[config.mk]
export PLATFORM = sky130hd
export DESIGN_NAME = clock_period_meter
export DESIGN_NICKNAME = d
export VERILOG_FILES = /design/src/rtl/clock_period_meter.sv
export SDC_FILE = /design/constraint.sdc
export NUM_CORES = 1
export LEC_CHECK = 0
export CAP_MARGIN = 10
export CORE_MARGIN = 1.5
export CORE_UTILIZATION = 52
export CTS_CLUSTER_SIZE = 28
export DETAILED_ROUTE_END_ITERATION = 10
export PLACE_DENSITY = 0.84
export SYNTH_ARGS = -nofsm -noshare
export SYNTH_HDL_FRONTEND = slang
export SYNTH_SLANG_ARGS = --single-unit
[constraint.sdc]
create_clock -name clock_in -period 2.6 [get_ports clock_in]
set_input_delay 0.52 -clock clock_in [delete_from_list [all_inputs] [get_ports clock_in]]
set_output_delay 0.52 -clock clock_in [all_outputs]
set_load 0.02 [all_outputs]
[src/rtl/clock_period_meter.sv]
// Measures the period and high time of async sig_in in clock_in cycles; results 1 cycle after the synced rise, valid is a strobe with no backpressure.
// Define PERIOD_METER_DUTY_EN to build the high-time counter; without it high_time reads 0.
module clock_period_meter #(
  parameter int WIDTH = 29
) (
  input  logic             clock_in,
  input  logic             reset_n,
  input  logic             sig_in,
  input  logic             enable,
  output logic [WIDTH-1:0] period,
  output logic [WIDTH-1:0] high_time,
  output logic             valid,
  output logic             timeout
);

  typedef enum logic [1:0] {
    IDLE = 2'd0,
    ARM  = 2'd1,
    MEAS = 2'd2
  } state_t;

  localparam logic [WIDTH-1:0] CNT_MAX = {WIDTH{1'b1}};
  localparam logic [WIDTH-1:0] CNT_ONE = {{(WIDTH-1){1'b0}}, 1'b1};

  state_t           state_q, state_d;
  logic             sync1_q, sync1_d;
  logic             sync2_q, sync2_d;
  logic             prev_q, prev_d;
  logic [WIDTH-1:0] cnt_q, cnt_d;
  logic [WIDTH-1:0] period_q, period_d;
  logic             valid_q, valid_d;
  logic             timeout_q, timeout_d;
  logic             rise;
  logic             cnt_load, cnt_clear, cnt_inc;

  always_comb begin
    sync1_d = sig_in;
    sync2_d = sync1_q;
    prev_d  = sync2_q;
  end

  assign rise = sync2_q & ~prev_q;

  // A rise always wins over saturation, so a period of exactly CNT_MAX is still reported.
  always_comb begin
    state_d   = state_q;
    period_d  = period_q;
    valid_d   = 1'b0;
    timeout_d = timeout_q;
    cnt_load  = 1'b0;
    cnt_clear = 1'b0;
    cnt_inc   = 1'b0;
    if (!enable) begin
      state_d   = IDLE;
      cnt_clear = 1'b1;
    end else begin
      case (state_q)
        IDLE: begin
          cnt_clear = 1'b1;
          state_d   = ARM;
        end
        ARM: begin
          if (rise) begin
            cnt_load = 1'b1;
            state_d  = MEAS;
          end
        end
        MEAS: begin
          if (rise) begin
            period_d  = cnt_q;
            valid_d   = 1'b1;
            timeout_d = 1'b0;
            cnt_load  = 1'b1;
          end else if (cnt_q == CNT_MAX) begin
            timeout_d = 1'b1;
            cnt_clear = 1'b1;
            state_d   = ARM;
          end else begin
            cnt_inc = 1'b1;
          end
        end
        default: begin
          state_d   = IDLE;
          cnt_clear = 1'b1;
        end
      endcase
    end
  end

  always_comb begin
    cnt_d = cnt_q;
    if (cnt_clear) begin
      cnt_d = '0;
    end else if (cnt_load) begin
      cnt_d = CNT_ONE;
    end else if (cnt_inc) begin
      cnt_d = cnt_q + CNT_ONE;
    end
  end

  always_ff @(posedge clock_in or negedge reset_n) begin
    if (!reset_n) begin
      state_q   <= IDLE;
      sync1_q   <= 1'b0;
      sync2_q   <= 1'b0;
      prev_q    <= 1'b0;
      cnt_q     <= '0;
      period_q  <= '0;
      valid_q   <= 1'b0;
      timeout_q <= 1'b0;
    end else begin
      state_q   <= state_d;
      sync1_q   <= sync1_d;
      sync2_q   <= sync2_d;
      prev_q    <= prev_d;
      cnt_q     <= cnt_d;
      period_q  <= period_d;
      valid_q   <= valid_d;
      timeout_q <= timeout_d;
    end
  end

  assign period  = period_q;
  assign valid   = valid_q;
  assign timeout = timeout_q;

`ifdef PERIOD_METER_DUTY_EN
  logic             fall;
  logic             fall_seen_q, fall_seen_d;
  logic [WIDTH-1:0] hcnt_q, hcnt_d;
  logic [WIDTH-1:0] high_time_q, high_time_d;

  assign fall = ~sync2_q & prev_q;

  // hcnt follows cnt's load/clear so it can never exceed it and needs no saturation of its own.
  always_comb begin
    hcnt_d      = hcnt_q;
    fall_seen_d = fall_seen_q;
    high_time_d = high_time_q;
    if (valid_d) begin
      high_time_d = hcnt_q;
    end
    if (cnt_clear) begin
      hcnt_d      = '0;
      fall_seen_d = 1'b0;
    end else if (cnt_load) begin
      hcnt_d      = CNT_ONE;
      fall_seen_d = 1'b0;
    end else if (cnt_inc) begin
      if (sync2_q && !fall_seen_q) begin
        hcnt_d = hcnt_q + CNT_ONE;
      end
      if (fall) begin
        fall_seen_d = 1'b1;
      end
    end
  end

  always_ff @(posedge clock_in or negedge reset_n) begin
    if (!reset_n) begin
      hcnt_q      <= '0;
      fall_seen_q <= 1'b0;
      high_time_q <= '0;
    end else begin
      hcnt_q      <= hcnt_d;
      fall_seen_q <= fall_seen_d;
      high_time_q <= high_time_d;
    end
  end

  assign high_time = high_time_q;
`else
  assign high_time = '0;
`endif

endmodule

**After elaboration in Yosys (flattened, before gate mapping)**

Index checks and enable logic that the tools add are counted.

- Shift operators: 0
- $mul: 0
- Div/mod/pow operators: 0
- Add/sub/neg operators: 1
- Equality and inequality tests: 6
- Bitwise operators: 2
- $lt $le $gt $ge: 0
- Reductions and logical operators: 7
- Multiplexer cells: 23

Operator list:

| cell | count |
|---|---|
| 2-to-1 mux 29 bit | 3 |
| adder 29 x 1 -> 29 bit (second input constant) | 1 |
| == test 29 bit (second input constant) | 1 |
| 2-to-1 mux 1 bit | 14 |
| inequality test 3 bit (second input constant) | 3 |
| AND reduction 3 bit | 3 |
| 2-to-1 mux 2 bit | 4 |
| case mux 2 bit (3 select lines) | 1 |
| nonzero test 3 bit | 1 |
| == test 2 x 1 -> 1 bit (second input constant) | 1 |
| == test 2 bit (second input constant) | 1 |
| zero test 2 bit | 1 |
| case mux 1 bit (2 select lines) | 1 |
| nonzero test 2 bit | 1 |
| OR reduction 2 bit | 1 |
| AND 1 bit | 1 |
| inverter 1 bit | 1 |

- Memories kept: 0
- Register bits: 65
- ROM bits: 0
- Bits of input ports: 4
- Word-level logic and storage cells: 47
- Bits in latches: 0
- Memory bits (writable): 0

**Longest topological paths before layout**

Gate-level depths: netlist of run 1.

- Depth after elaboration: 8
- Depth in mapped cells: 9
- Mapped depth without buffers: 7

**Worst setup path before layout of run 1**

No wires, ideal clock.

- Path type: register to register
- From: reg cnt_q[0]
- To: reg cnt_q[19]
- Slack: 0.336 ns
- Arrival time: 2.134 ns
- Data required time: 2.470 ns
- Path buffers: 1
- Stages on the path, launching flop included: 8
- Path through: dfrtp_1 -> ha_1 -> nand3_2 -> or4_4 -> or4_1 -> nand2_2 -> buf_4 -> a21oi_1

- Word-level cells in the longest chain between the ends: 6
- Elaborated cells between the ends (all ways): 14
- Those cells by class: add/sub: 1; eq/ne: 1; mux: 11; reduce/logical: 1

Ends and longest elaborated chain:

| item | RTL line | text |
|---|---|---|
| start: declaration | 29 | `logic [WIDTH-1:0] cnt_q, cnt_d;` |
| start signal: assignment | 116 | `cnt_q <= cnt_d;` |
| branches (longest 6 deep; another with adder 29 x 1 -> 29 bit) | -- |  |

Several ways; the timed one is not identified. The select of a mux whose other input is x is not followed.
A chain may end at the register's enable or synchronous reset.

**Worst setup path after layout of run 1**

- From: reg cnt_q[1]
- To: reg cnt_q[9]

Same word-level chain as after synthesis.

==> results.yml, run 1 <==
status:
  status: "completed"
synthesis:
  synth-seq-cells: 65
  avgSynthCellArea_um2: 8.931
  synth_cell_type_count: 43
  synthCells: 370
  syn-cell-area_um2: 3304
  synth_top_flop_cell: "dfrtp_1"
  ys_seq_area_share_pct: 49.22
  ys_warn_count: 0
  synth_largest_area_cell: "dfrtp_1"
  async_reset_ff_share_pct: 100.0
  synth_edf_count: 0
  synth_area_leaders: "dfrtp_1 49%, nand2_1 12%, buf_4 7.0%, a21oi_1 3.2%, o21ai_0 2.7%"
  synth_top_area_share_pct: 49.22
layout:
  final_common_cell: "nand2_1"
  areaGrowthSynthToFinish_pct: 18.44
  finalNetCount: 426
  drive_gt1_share_pct: 10.64
  stdcell_area_um2: 3914
  final_cell_mix: "104 x nand2_1, 65 x dfrtp_1, 33 x clkdlybuf4s50_1"
  diodes: 0
routing:
  wl_met1_um: 3009
  routed.top_layer: "met4"
  wl_met2_um: 3100
  drtIter0Drc: 220
  wl_per_cell_um: 13.38
  dr_total_vias: 2657
  via_per_inst: 5.335
  wl_um: 6663
  route.met3.wl_um: 435
  drc: 0
  first_pass_iters: 4
  final_antenna_net_count: 0
die:
  pin_count: 64
  die_x_um: 82.72
  initial_core_util_pct: 54.84
  core_um2: 6026
  die_h_um: 82.72
  dieArea_um2: 6842
  rows: 28
clock_network:
  cts.clk_slew.worst_paths_ns: 0.07
  cts_resized: 0
  clk_latency_ns: 0.34
  htree_levels: 3
  cts_buffers: 9
  cts_setup_buffers: 0
  cts_hold_buf: 0
  cts_buffer_depth: 2
  clockRootBuffer: "clkbuf_8"
  cts_sinks: 65
  cts_tree: "done"
power:
  p_int_w: 0.001668
  power.density_nw_per_um2: 579.1
  p_comb_share_pct: 14.8
  pwr-share-seq_pct: 46.1
  switching_share_pct: 26.40
  p_total_w: 0.002267
  leakagePower_nw: 1.763
  clkPwrFrac_pct: 39.1
  p_switching_w: 0.0005984
  irDropWorstVdd_mv: 0.4810
critical_path:
  critical-path-top-delay-family: "simple AND/OR/NAND/NOR gates"
  end_kind: "register"
  cp-start-kind: "register"
  cp_slowest_stage_delay_ns: 0.58
  crit_required_ns: 2.82
  crit_path_cell_trace: "ha_1, nand3_2, or4_4, or4_1, nand2_2, buf_4, a21oi_1"
  arrival_ns: 2.65
  path_class: "reg -> reg"
  worst-path-buf-inv: 1
  crit_fanout: 10
  reg2reg_depth: 7
  cp.depth: 7
  crit_slowest_cell: "or4_1"
sta:
  slew_violations: 0
  post-route-period-util_pct: 93.49
  setup_viol: 0
  max_freq_mhz: 411.4
  worstMarginPinSlew_ns: 0.6515
  period_needed_ns: 2.431
  rsz0062_at_grt: "no"
  fin_setup_tns_ns: 0
  relSlewSlack_pct: 55.44
  holdWs_ns: 0.1792
  finClkSkew_ns: 0.004424
  finalHoldViolCount: 0
global_route:
  grt_pass1_vias: 2491
  grt_pass1_wl_um: 11250
  grt_overflow: 0
  antenna_found_initial: 0
  grt_max_degree: 66
  grt.total_usage_pct: 21.98
run:
  maxCapViolCount: 0
place:
  hpwl_um: 4720
  portBuffers: 34
  dpl-instance-area_um2: 3706
  place.gp.congestion: 0.8726
hold_path:
  hold_class: "in -> async"
==> sequential cells by signal (all words and copies together) (netlist names) <==
name and count:
prev_d 1, prev_q 1, period 29, valid 1, timeout 1, sync1_q 1
cnt_q 29, state_q 2
==> path summary, 6_finish.rpt <==
check,start,endpoint,slack (ns)
min reg2reg,sync1_q,prev_d,0.35
min,reset_n,prev_d,0.18
max reg2reg,cnt_q[1],cnt_q[9],0.17
max,cnt_q[1],cnt_q[9],0.17
max in group asynchronous,reset_n,period[12],2.15
min in group clock_in,sync1_q,prev_d,0.35
==> cell families after synthesis <==
| group | count (synthesis) | synth area share (%) |
|---|---|---|
| AO/OA/AOI/OAI | 57 | 10.53 |
| XOR/XNOR | 7 | 1.855 |
| adder cells (fa/ha/maj) | 4 | 1.515 |
| buffers and inverters | 50 | 9.277 |
| flip-flops | 65 | 49.22 |
| multiplexers | 3 | 0.9466 |
| other | 1 | 0.1135 |
| AND/OR/NAND/NOR | 183 | 26.54 |
==> routing by layer <==
metal / vias to the layer above / global-route usage (%)
li1: 1307 / -
met1: 1250 / 28.58
met2: 86 / 35.45
met3: 14 / 3.956
met4: 0 / 10.50
met5: - / 0
==> synth_stat cells (2+ instances only) <==
cell type	number
a21oi_1	21
and2_0	2
and3_1	5
and4_1	2
buf_2	2
buf_4	31
clkbuf_1	10
dfrtp_1	65
ha_1	4
inv_1	7
mux2i_1	2
nand2_1	104
nand2b_1	3
nand3_1	13
nand3_2	2
nand4_1	5
nor2_1	17
nor4_2	2
o2111ai_1	3
o21ai_0	18
o31ai_1	5
or2_2	2
or3_1	14
or4_1	6
or4_4	2
xnor2_1	2
xor2_1	5
==> worst reg2reg max path: stages (launching register included) <==
cell and delay [ns]:
dfrtp_1 0.42, ha_1 0.23, nand3_2 0.10, or4_4 0.52, or4_1 0.58, nand2_2 0.22, buf_4 0.19, a21oi_1 0.05
==> power by group through the flow <==
stage | logic (W) | registers (W) | clock network (W)
after detailed placement | 0.000333 | 0.00106 | 0
after global routing | 0.000379 | 0.00105 | 0.000945
after global placement | 0.000327 | 0.00106 | 0
after CTS | 0.000334 | 0.00104 | 0.000905
final | 0.000336 | 0.00104 | 0.000887
after floorplan | 0.000260 | 0.00106 | 0
==> layout make-up <==
cell class	count	area (um2)
fill	515	2112
sequential	65	1627
multi-input combinational	283	1476
timing repair buffer	52	483.0
clock buffer	14	172.7
tap	75	93.84
clock inverter	2	35.03
inverter	7	26.28
==> stage by stage <==
step           utilization, %  instances  worst slack, ns
6_report                64.95        498           0.1693
3_3_place_gp            61.50        482           0.1370
2_1_floorplan               -        398           0.3363
3_5_place_dp            61.50        482          0.06324
5_1_grt                 64.95        498          0.06325
4_1_cts                 64.95        498           0.1853
No activity file was read; power rests on OpenSTA's default activity.
==> run 2, diff against run 1 <==
CORE_UTILIZATION = 30   (was 52)
PLACE_DENSITY = 0.55   (was 0.84)
==> results.yml, run 2 (synthesis results as in run 1) <==
die:
  dieArea_um2: 11650
  rows: 38
  die_x_um: 108.0
  initial_core_util_pct: 30.62
  core_um2: 10790
  die_h_um: 108.0
  pin_count: 64
sta:
  setup_viol: 0
  relSlewSlack_pct: 54.29
  rsz0062_at_grt: "no"
  finClkSkew_ns: 0.006562
  period_needed_ns: 2.401
  max_freq_mhz: 416.5
  post-route-period-util_pct: 92.35
  worstMarginPinSlew_ns: 0.6684
  finalHoldViolCount: 0
  slew_violations: 0
  fin_setup_tns_ns: 0
routing:
  drtIter0Drc: 143
  wl_per_cell_um: 12.86
  first_pass_iters: 4
  dr_total_vias: 2645
  final_antenna_net_count: 0
  drc: 0
  wl_um: 7255
  via_per_inst: 4.690
power:
  leakagePower_nw: 1.772
  irDropWorstVdd_mv: 0.2526
  p_total_w: 0.002244
  power.density_nw_per_um2: 559.8
layout:
  n_fill_cell: 1117
  final_cell_mix: "104 x nand2_1, 65 x dfrtp_1, 33 x clkdlybuf4s50_1"
  diodes: 0
  drive_gt1_share_pct: 10.61
  areaGrowthSynthToFinish_pct: 21.32
  finalNetCount: 427
  final_common_cell: "nand2_1"
hold_path:
  hold_class: "in -> async"
status:
  status: "completed"
clock_network:
  cts_setup_buffers: 0
  cts_tree: "done"
  cts_buffers: 9
  cts_resized: 0
  cts_sinks: 65
  cts_hold_buf: 0
  clk_latency_ns: 0.34
  cts.clk_slew.worst_paths_ns: 0.07
  clockRootBuffer: "clkbuf_8"
  cts_buffer_depth: 2
  htree_levels: 3
place:
  portBuffers: 34
  hpwl_um: 5121
  place.gp.congestion: 0.8118
critical_path:
  reg2reg_depth: 7
  cp-start-kind: "register"
  crit_required_ns: 2.82
  end_kind: "register"
  path_class: "reg -> reg"
  arrival_ns: 2.62
  worstReg2RegEnd: "cnt_q[24]"
  r2r_slack_ns: 0.20
  reg2reg_from: "cnt_q[1]"
  crit_fanout: 12
global_route:
  grt_pass1_vias: 2610
  grt_max_degree: 38
  grt.total_usage_pct: 13.98
  grt_overflow: 0
  antenna_found_initial: 0
  grt_pass1_wl_um: 12710
run:
  maxCapViolCount: 0
run 2: power breakdown:
part           leakage (nW)  switching (W)  internal (W)
Clock                0.0974       0.000373      0.000467
Combinational         0.775       0.000229      0.000131
Sequential            0.900      0.0000149       0.00103
Total                  1.77       0.000617       0.00163
run 2: cell type report:
| cell class | count | area, um2 | area share, % |
|---|---|---|---|
| clock buffer | 13 | 148.9 | 3.714 |
| clock inverter | 3 | 40.04 | 0.9988 |
| inverter | 7 | 26.28 | 0.6554 |
| multi-input combinational | 283 | 1476 | 36.83 |
| sequential | 65 | 1627 | 40.57 |
| tap | 140 | 175.2 | 4.370 |
| timing repair buffer | 53 | 515.5 | 12.86 |
run 2: critical path, cell delays in order, from the launching register on:
cell	delay (ns)
dfrtp_1	0.42
ha_1	0.23
nand3_2	0.09
or4_4	0.51
or4_1	0.57
nand2_2	0.22
buf_12	0.17
a21oi_1	0.05
run 2: metrics by stage:
| step | std cells | setup WS, ns | utilization [%] | instance area [um2] | hold WS (ns) |
|---|---|---|---|---|---|
| 2_1_floorplan | 398 | 0.3363 | - | 3410 | 0.2244 |
| 3_3_place_gp | 548 | 0.06370 | 35.39 | 3820 | 0.3344 |
| 3_5_place_dp | 548 | 0.009420 | 35.39 | 3820 | 0.3372 |
| 4_1_cts | 564 | 0.1958 | 37.14 | 4009 | 0.2292 |
| 5_1_grt | 564 | 0.07049 | 37.14 | 4009 | 0.2560 |
| 6_report | 564 | 0.1989 | 37.14 | 4009 | 0.2215 |
run 2: worst max-delay path by stage:
| stage | startpoint | to | slack [ns] | cells past startpoint |
|---|---|---|---|---|
| 3_5_place_dp | enable | cnt_q[11] | 0.009 | 6 |
| 5_1_grt | cnt_q[1] | cnt_q[24] | 0.07 | 7 |
| 4_1_cts | cnt_q[1] | cnt_q[24] | 0.20 | 7 |
| 2_1_floorplan | cnt_q[0] | cnt_q[19] | 0.34 | 7 |
| 3_3_place_gp | enable | cnt_q[11] | 0.06 | 6 |
| 6_report | cnt_q[1] | cnt_q[24] | 0.20 | 7 |
run 2: metal layers:
layer	track usage (%)	vias to the layer above	share of wire [%]
li1	-	1311	-
met1	19.45	1249	50
met2	19.71	72	44
met3	4.762	13	4.4
met4	5.921	0	2.0
met5	0	-	0
==> run 3, diff against run 2 <==
CAP_MARGIN = 20   (was 10)
HOLD_SLACK_MARGIN = 0.02   (was not set)
==> results of run 3 <==
Final layout, timing and power as in run 2 (identical DEF).
